File: config.mk
export PLATFORM = sky130hd
export DESIGN_NAME = blob_centroid
export DESIGN_NICKNAME = d
export VERILOG_FILES = /design/src/rtl/blob_pkg.sv /design/src/rtl/seq_divider.sv /design/src/rtl/blob_centroid.sv
export SDC_FILE = /design/constraint.sdc
export NUM_CORES = 1
export LEC_CHECK = 0
export BUFFER_PORTS_ARGS = -buffer_cell sky130_fd_sc_hd__buf_2
export CORE_MARGIN = 8
export CORE_UTILIZATION = 27
export DETAILED_ROUTE_END_ITERATION = 8
export HOLD_SLACK_MARGIN = 0.06
export PLACE_DENSITY_LB_ADDON = 0.05
export SLEW_MARGIN = 20
export SYNTH_ARGS = -nofsm -noshare
export SYNTH_HDL_FRONTEND = slang
export SYNTH_SLANG_ARGS = --single-unit
File: constraint.sdc
create_clock -name clk_65mhz -period 13.3 [get_ports clk_65mhz]
set_input_delay 2.66 -clock clk_65mhz [delete_from_list [all_inputs] [get_ports clk_65mhz]]
set_output_delay 2.66 -clock clk_65mhz [all_outputs]
set_load 0.1 [all_outputs]
File: src/rtl/blob_pkg.sv
// Shared widths, FSM state type and colour-distance helper for the blob tracker.
package blob_pkg;

    localparam int unsigned WIDTH_DEF  = 320;
    localparam int unsigned HEIGHT_DEF = 240;
    localparam int unsigned CNT_W      = 17;
    localparam int unsigned SUM_W      = 25;
    localparam int unsigned X_W        = 11;
    localparam int unsigned Y_W        = 10;

    typedef enum logic [1:0] {
        IDLE,
        DIVIDE,
        DONE
    } blob_state_t;

    function automatic logic [3:0] absdiff4(input logic [3:0] a, input logic [3:0] b);
        return (a >= b) ? (a - b) : (b - a);
    endfunction

endpackage

File: src/rtl/seq_divider.sv
// Restoring unsigned divider, one quotient bit per clock; the first bit is
// resolved on the start edge so the quotient is ready DIVIDEND_W edges later.
module seq_divider #(
    parameter int unsigned DIVIDEND_W = 25,
    parameter int unsigned DIVISOR_W  = 17
) (
    input  logic                  clk,
    input  logic                  rst,
    input  logic                  start,
    input  logic [DIVIDEND_W-1:0] dividend,
    input  logic [DIVISOR_W-1:0]  divisor,
    output logic [DIVIDEND_W-1:0] quotient,
    output logic                  done
);

    localparam int unsigned ITER_W = $clog2(DIVIDEND_W + 1);

    logic [DIVISOR_W-1:0]  rem;
    logic [DIVISOR_W-1:0]  dvs;
    logic [DIVISOR_W-1:0]  rem_in;
    logic [DIVISOR_W-1:0]  dvs_in;
    logic [DIVISOR_W-1:0]  rem_next;
    logic [DIVIDEND_W-1:0] quo_in;
    logic [DIVIDEND_W-1:0] quo_next;
    logic [DIVISOR_W:0]    shifted;
    logic [ITER_W-1:0]     iter;
    logic                  busy;

    // One restoring step, seeded from the operands on the start cycle.
    always_comb begin
        rem_in   = start ? '0 : rem;
        quo_in   = start ? dividend : quotient;
        dvs_in   = start ? divisor : dvs;
        shifted  = {rem_in, quo_in[DIVIDEND_W-1]};
        rem_next = shifted[DIVISOR_W-1:0];
        quo_next = {quo_in[DIVIDEND_W-2:0], 1'b0};
        if (shifted >= {1'b0, dvs_in}) begin
            rem_next    = DIVISOR_W'(shifted - {1'b0, dvs_in});
            quo_next[0] = 1'b1;
        end
    end

    always_ff @(posedge clk or posedge rst) begin
        if (rst) begin
            rem      <= '0;
            dvs      <= '0;
            quotient <= '0;
            iter     <= '0;
            busy     <= 1'b0;
            done     <= 1'b0;
        end else begin
            done <= 1'b0;
            if (start) begin
                rem      <= rem_next;
                quotient <= quo_next;
                dvs      <= divisor;
                iter     <= ITER_W'(DIVIDEND_W - 1);
                busy     <= 1'b1;
            end else if (busy) begin
                rem      <= rem_next;
                quotient <= quo_next;
                iter     <= iter - ITER_W'(1);
                if (iter == ITER_W'(1)) begin
                    busy <= 1'b0;
                    done <= 1'b1;
                end
            end
        end
    end

endmodule

File: src/rtl/blob_centroid.sv
// Per-frame colour blob tracker: match, accumulate coordinate sums, and divide
// at each vsync rise to publish centroid, size and found flag.
module blob_centroid
    import blob_pkg::*;
#(
    parameter int unsigned WIDTH    = WIDTH_DEF,
    parameter int unsigned HEIGHT   = HEIGHT_DEF,
    parameter int unsigned MIN_SIZE = 16
) (
    input  logic             clk_65mhz,
    input  logic             reset,
    input  logic [X_W-1:0]   hcount,
    input  logic [Y_W-1:0]   vcount,
    input  logic             vsync,
    input  logic [11:0]      pixel_in,
    input  logic [11:0]      target,
    input  logic [3:0]       tol,
    output logic [X_W-1:0]   centroid_x,
    output logic [Y_W-1:0]   centroid_y,
    output logic [CNT_W-1:0] size_out,
    output logic             found_out,
    output logic             valid_out,
    output logic             overrun_out
);

    blob_state_t      state;
    blob_state_t      state_next;
    logic             vsync_d;
    logic             edge_c;
    logic             match_c;
    logic             found_c;
    logic             snap_found_c;
    logic             start_c;
    logic             m1;
    logic [X_W-1:0]   x1;
    logic [Y_W-1:0]   y1;
    logic [CNT_W-1:0] count;
    logic [CNT_W-1:0] snap_count;
    logic [SUM_W-1:0] sum_x;
    logic [SUM_W-1:0] sum_y;
    logic [SUM_W-1:0] quo_x;
    logic [SUM_W-1:0] quo_y;
    logic             done_x;
    logic             done_y;
    logic             unused_c;

    assign edge_c       = vsync & ~vsync_d;
    assign found_c      = count >= CNT_W'(MIN_SIZE);
    assign snap_found_c = snap_count >= CNT_W'(MIN_SIZE);
    assign start_c      = (state == IDLE) && edge_c && found_c;
    assign unused_c     = ^{done_y, quo_x[SUM_W-1:X_W], quo_y[SUM_W-1:Y_W]};

    always_comb begin
        match_c = (hcount < X_W'(WIDTH)) && (vcount < Y_W'(HEIGHT))
               && (absdiff4(pixel_in[11:8], target[11:8]) <= tol)
               && (absdiff4(pixel_in[7:4],  target[7:4])  <= tol)
               && (absdiff4(pixel_in[3:0],  target[3:0])  <= tol);
    end

    always_ff @(posedge clk_65mhz or posedge reset) begin
        if (reset) state <= IDLE;
        else       state <= state_next;
    end

    always_comb begin
        state_next = state;
        case (state)
            IDLE:    if (edge_c) state_next = found_c ? DIVIDE : DONE;
            DIVIDE:  if (done_x) state_next = DONE;
            DONE:    state_next = IDLE;
            default: state_next = IDLE;
        endcase
    end

    // Match pipeline, accumulators and frame snapshot; a frame edge drops any add in flight.
    always_ff @(posedge clk_65mhz or posedge reset) begin
        if (reset) begin
            vsync_d    <= 1'b0;
            m1         <= 1'b0;
            x1         <= '0;
            y1         <= '0;
            count      <= '0;
            sum_x      <= '0;
            sum_y      <= '0;
            snap_count <= '0;
        end else begin
            vsync_d <= vsync;
            m1      <= match_c;
            x1      <= hcount;
            y1      <= vcount;
            if (edge_c) begin
                count <= '0;
                sum_x <= '0;
                sum_y <= '0;
            end else if (m1) begin
                count <= count + CNT_W'(1);
                sum_x <= sum_x + SUM_W'(x1);
                sum_y <= sum_y + SUM_W'(y1);
            end
            if ((state == IDLE) && edge_c) snap_count <= count;
        end
    end

    // Published results; centroids only move when the frame had a real blob.
    always_ff @(posedge clk_65mhz or posedge reset) begin
        if (reset) begin
            centroid_x  <= '0;
            centroid_y  <= '0;
            size_out    <= '0;
            found_out   <= 1'b0;
            valid_out   <= 1'b0;
            overrun_out <= 1'b0;
        end else begin
            valid_out <= 1'b0;
            if (state == DONE) begin
                size_out  <= snap_count;
                found_out <= snap_found_c;
                valid_out <= 1'b1;
                if (snap_found_c) begin
                    centroid_x <= X_W'(quo_x);
                    centroid_y <= Y_W'(quo_y);
                end
            end
            if (edge_c && (state != IDLE)) overrun_out <= 1'b1;
        end
    end

    seq_divider #(.DIVIDEND_W(SUM_W), .DIVISOR_W(CNT_W)) u_div_x (
        .clk      (clk_65mhz),
        .rst      (reset),
        .start    (start_c),
        .dividend (sum_x),
        .divisor  (count),
        .quotient (quo_x),
        .done     (done_x)
    );

    seq_divider #(.DIVIDEND_W(SUM_W), .DIVISOR_W(CNT_W)) u_div_y (
        .clk      (clk_65mhz),
        .rst      (reset),
        .start    (start_c),
        .dividend (sum_y),
        .divisor  (count),
        .quotient (quo_y),
        .done     (done_y)
    );

endmodule

==> summary.md <==
| Metric | Value |
|---|---|
| Hold buffers post-CTS | 0 |
| Crit path buf inv count | 4 |
| Placeable core area | 56170 um2 |
| RR Endpoint | u_div_x.rem[14] |
| Top delay family on crit path | simple AND/OR/NAND/NOR gates |
| Post-layout min period | 7.179 ns |
| Pre-antenna DRT Iters | 4 |
| Tot Pwr | 3788 uW |
| H-tree depth | 2 |
| Setup WS pre-CTS | 5.498 ns |
| Fmax | 139.3 MHz |
| Die Ht | 254.1 um |
| Post-synthesis cell type count | 68 |
| Vias per inst | 4.640 |
| DRC | 0 |
| Synth Area in Simple Gates | 12.30% |
| Adder-Cell Fraction of Synth Area | 8.994% |
| Final Worst Setup Slack | 6.121 ns |
| Most common cell after layout, fill and taps aside | dfrtp_1 |
| Starting Density | 27.24% |
| Diodes inserted | 0 |
| Hold WS | 0.4680 ns |
| Wire per inst | 16.39 um |
| Critical path startpoint category | input pin |
| Row cnt | 87 |
| CTS tree | built |
| CP Capture Type | flip-flop |
| P per Cell Area | 212.8 nW/um2 |
| Yosys top cell area share | 45.95% |
| Setup violations, final | 0 |
| R2R Path Start | vsync_d |
| CTS root buf | clkbuf_16 |
| R2R Setup Slk | 7.84 ns |
| Avg Inst Size Synth | 10.13 um2 |
| Fin nets | 1741 |
| Ratio of cells with drive above 1 in the final layout | 15.21% |
| Xor/xnor share of the synthesized area | 5.266% |
| Commonest cells after routing, fill and taps aside | dfrtp_1 (278), nor2_1 (121), nand2_1 (113) |
| GRT Resource Usage Total | 12.04% |
| Synth area leaders | dfrtp_1 (46%), ha_1 (7.7%), mux2i_1 (5.2%) |
| CP max-delay cell | and2_4 |
| Crit path cell chain | buf_2, nand2b_1, nor3_4, buf_4, and2_4, buf_4, nor2_1, ha_1, nand4_1, or2_1, o41ai_1, a21oi_1, o311ai_4, buf_4, nor2_1, a221oi_1, nor2_1 |
| Synthesized flop and latch total | 281 |
| Initial detailed-routing violation count | 637 |
| Crit path from | vsync |
| Vias | 10980 |
| Congestion Overflow GR | 0 |
| CP Max Fanout | 72 |
| Sequential cell area | 7036 um2 |
| Worst-Skew Late Latency | 0.55 ns |
| R2R cell count | 16 |
| Clock sink count | 281 |
| Top_reg_cell synth | dfrtp_1 |
| Vias in the first global route | 11250 |
| Critical path arrival | 7.59 ns |
| # IOs | 93 |
| Peak supply drop | 0.1423 mV |
| Footprint of the multi-input gates | 7689 um2 |
| Combinational family with the most area after synthesis | compound AO/OA/AOI/OAI gates |
| Antenna-violating nets left | 0 |
| Cell taking the most area after synthesis | dfrtp_1 |
| GPL Wtd Cong | 0.7406 |
| CP max stage delay | 0.78 ns |
| End of the critical path | u_div_x.rem[14] |
| Slew at the pin closest to its max-slew limit | 0.9448 ns |
| CTS max path bufs | 3 |
| Final core occ | 31.70% |
| Die X | 254.1 um |
| Cts bufs inserted | 37 |
| Max transition margin | 37.01% |
| Req. time, crit path | 13.71 ns |
| Cells after Synth | 1510 |
| First-pass GRT wire length | 63070 um |
| Die area | 64550 um2 |
| Post CTS Setup Buffer Count | 0 |
| Leakage | 0.008247 uW |
| DP HPWL | 25900 um |
| EDFF count, synth | 0 |
| Setup TNS | 0 ns |
| Clk slew on worst S/H paths | 0.06 ns |
| CP Depth | 17 |
| Max-Cap Viols | 0 |
| Path type of the worst setup path | in -> reg |
| Largest net degree at the start of global routing | 103 |
| Hold crit path type | reg -> reg |
| Fill count | 5874 |
| Async S/R FF share, synth | 100.0% |
| Final number of hold-violating endpoints | 0 |
| Post_cts resized | 0 |
| Area Overhead vs Synth | 16.34% |
| Initial antenna violation count | 1 |
| Status | completed |
| Mapped Nets | 1666 |
| IO buf count | 92 |
| Synth warnings | 0 |
| Post-synthesis sequential area ratio | 45.95% |
| Compound-Gate Fraction of Synth Area | 13.91% |
| Final wirelength | 38790 um |
| Clock skew | 0.02162 ns |
| RSZ-0062 raised after global routing | no |
| Synthesized area | 15300 um2 |
| Final Max Slew Viols | 0 |
| Post-synthesis mux area share | 9.583% |
| Final Cycle Share | 53.98% |
[metal layers]
| layer | share of wire, % | global-route usage, % | wire (um) | up-vias |
|---|---|---|---|---|
| li1 | - | - | - | 5446 |
| met2 | 46 | 19.54 | 17980 | 158 |
| met1 | 47 | 16.09 | 18310 | 5327 |
| met5 | 0 | 0 | 0 | - |
| met3 | 4.2 | 2.372 | 1642 | 51 |
| met4 | 2.2 | 3.628 | 857 | 0 |
[registers in the layout (all words and copies together), names as in the netlist, 2 cells and up]
| name | flops |
|---|---|
| u_div_x.dvs | 17 |
| count | 17 |
| size_out | 17 |
| x1 | 11 |
| snap_count | 17 |
| sum_y | 25 |
| y1 | 10 |
| u_div_x.quotient | 25 |
| centroid_x | 11 |
| u_div_y.iter | 5 |
| u_div_x.iter | 5 |
| u_div_x.rem | 17 |
| u_div_y.quotient | 25 |
| state | 2 |
| u_div_y.dvs | 17 |
| sum_x | 25 |
| u_div_y.rem | 17 |
| centroid_y | 10 |
[synth_stat cells (all sizes together), types with 16 or more instances]
cell / number
dfrtp: 281
nor2: 121
nand2: 114
a21oi: 97
ha: 94
o21ai: 90
inv: 85
mux2i: 79
mux2: 60
xnor2: 52
clkbuf: 48
and2: 41
xor2: 40
a22oi: 35
a21o: 33
nand3: 29
buf: 21
nand4: 16
[where the power goes]
part	internal (uW)	switching [uW]	total, uW
clock network	625	401	1030
registers	1050	140	1190
logic	594	977	1570
[layout make-up]
class                           count  area share [%]
Inverter                           86           1.855
Tap cell                          756           5.313
Clock inverter                     15          0.9488
Sequential cell                   281           39.52
Clock buffer                       50           6.044
Multi-Input combinational cell   1074           43.19
Timing Repair Buffer              105           3.134
[how the worst min path moves through the flow]
stage,from,end,slack [ns],cells after the start
floorplan,u_div_x.done,state[0],0.44,1
finish,overrun_out,overrun_out,0.47,1
global placement,u_div_x.rem[2],u_div_x.rem[2],0.45,1
CTS,overrun_out,overrun_out,0.47,1
detailed placement,overrun_out,overrun_out,0.46,1
global route,overrun_out,overrun_out,0.49,1
[per-stage QoR]
stage	std cells	cell area, um2
2_1_floorplan	1510	15300
3_3_place_gp	2302	16560
3_5_place_dp	2302	16560
4_1_cts	2367	17800
5_1_grt	2367	17800
6_report	2367	17800
[kinds of logic after synthesis]
logic type	after synthesis
buf+inv	155
xor+xnor	92
mux	139
flops	281
simple gates	398
compound gates	341
fa+ha+maj	104
[worst reg2reg max path, delay by kind of cell (launching register included)]
| kind | cells | cell delay (ns) |
|---|---|---|
| flops | 1 | 0.40 |
| simple gates | 8 | 2.07 |
| fa+ha+maj | 1 | 0.38 |
| buf+inv | 3 | 1.47 |
| compound gates | 4 | 1.02 |
Power figures use the tool's default switching activity.
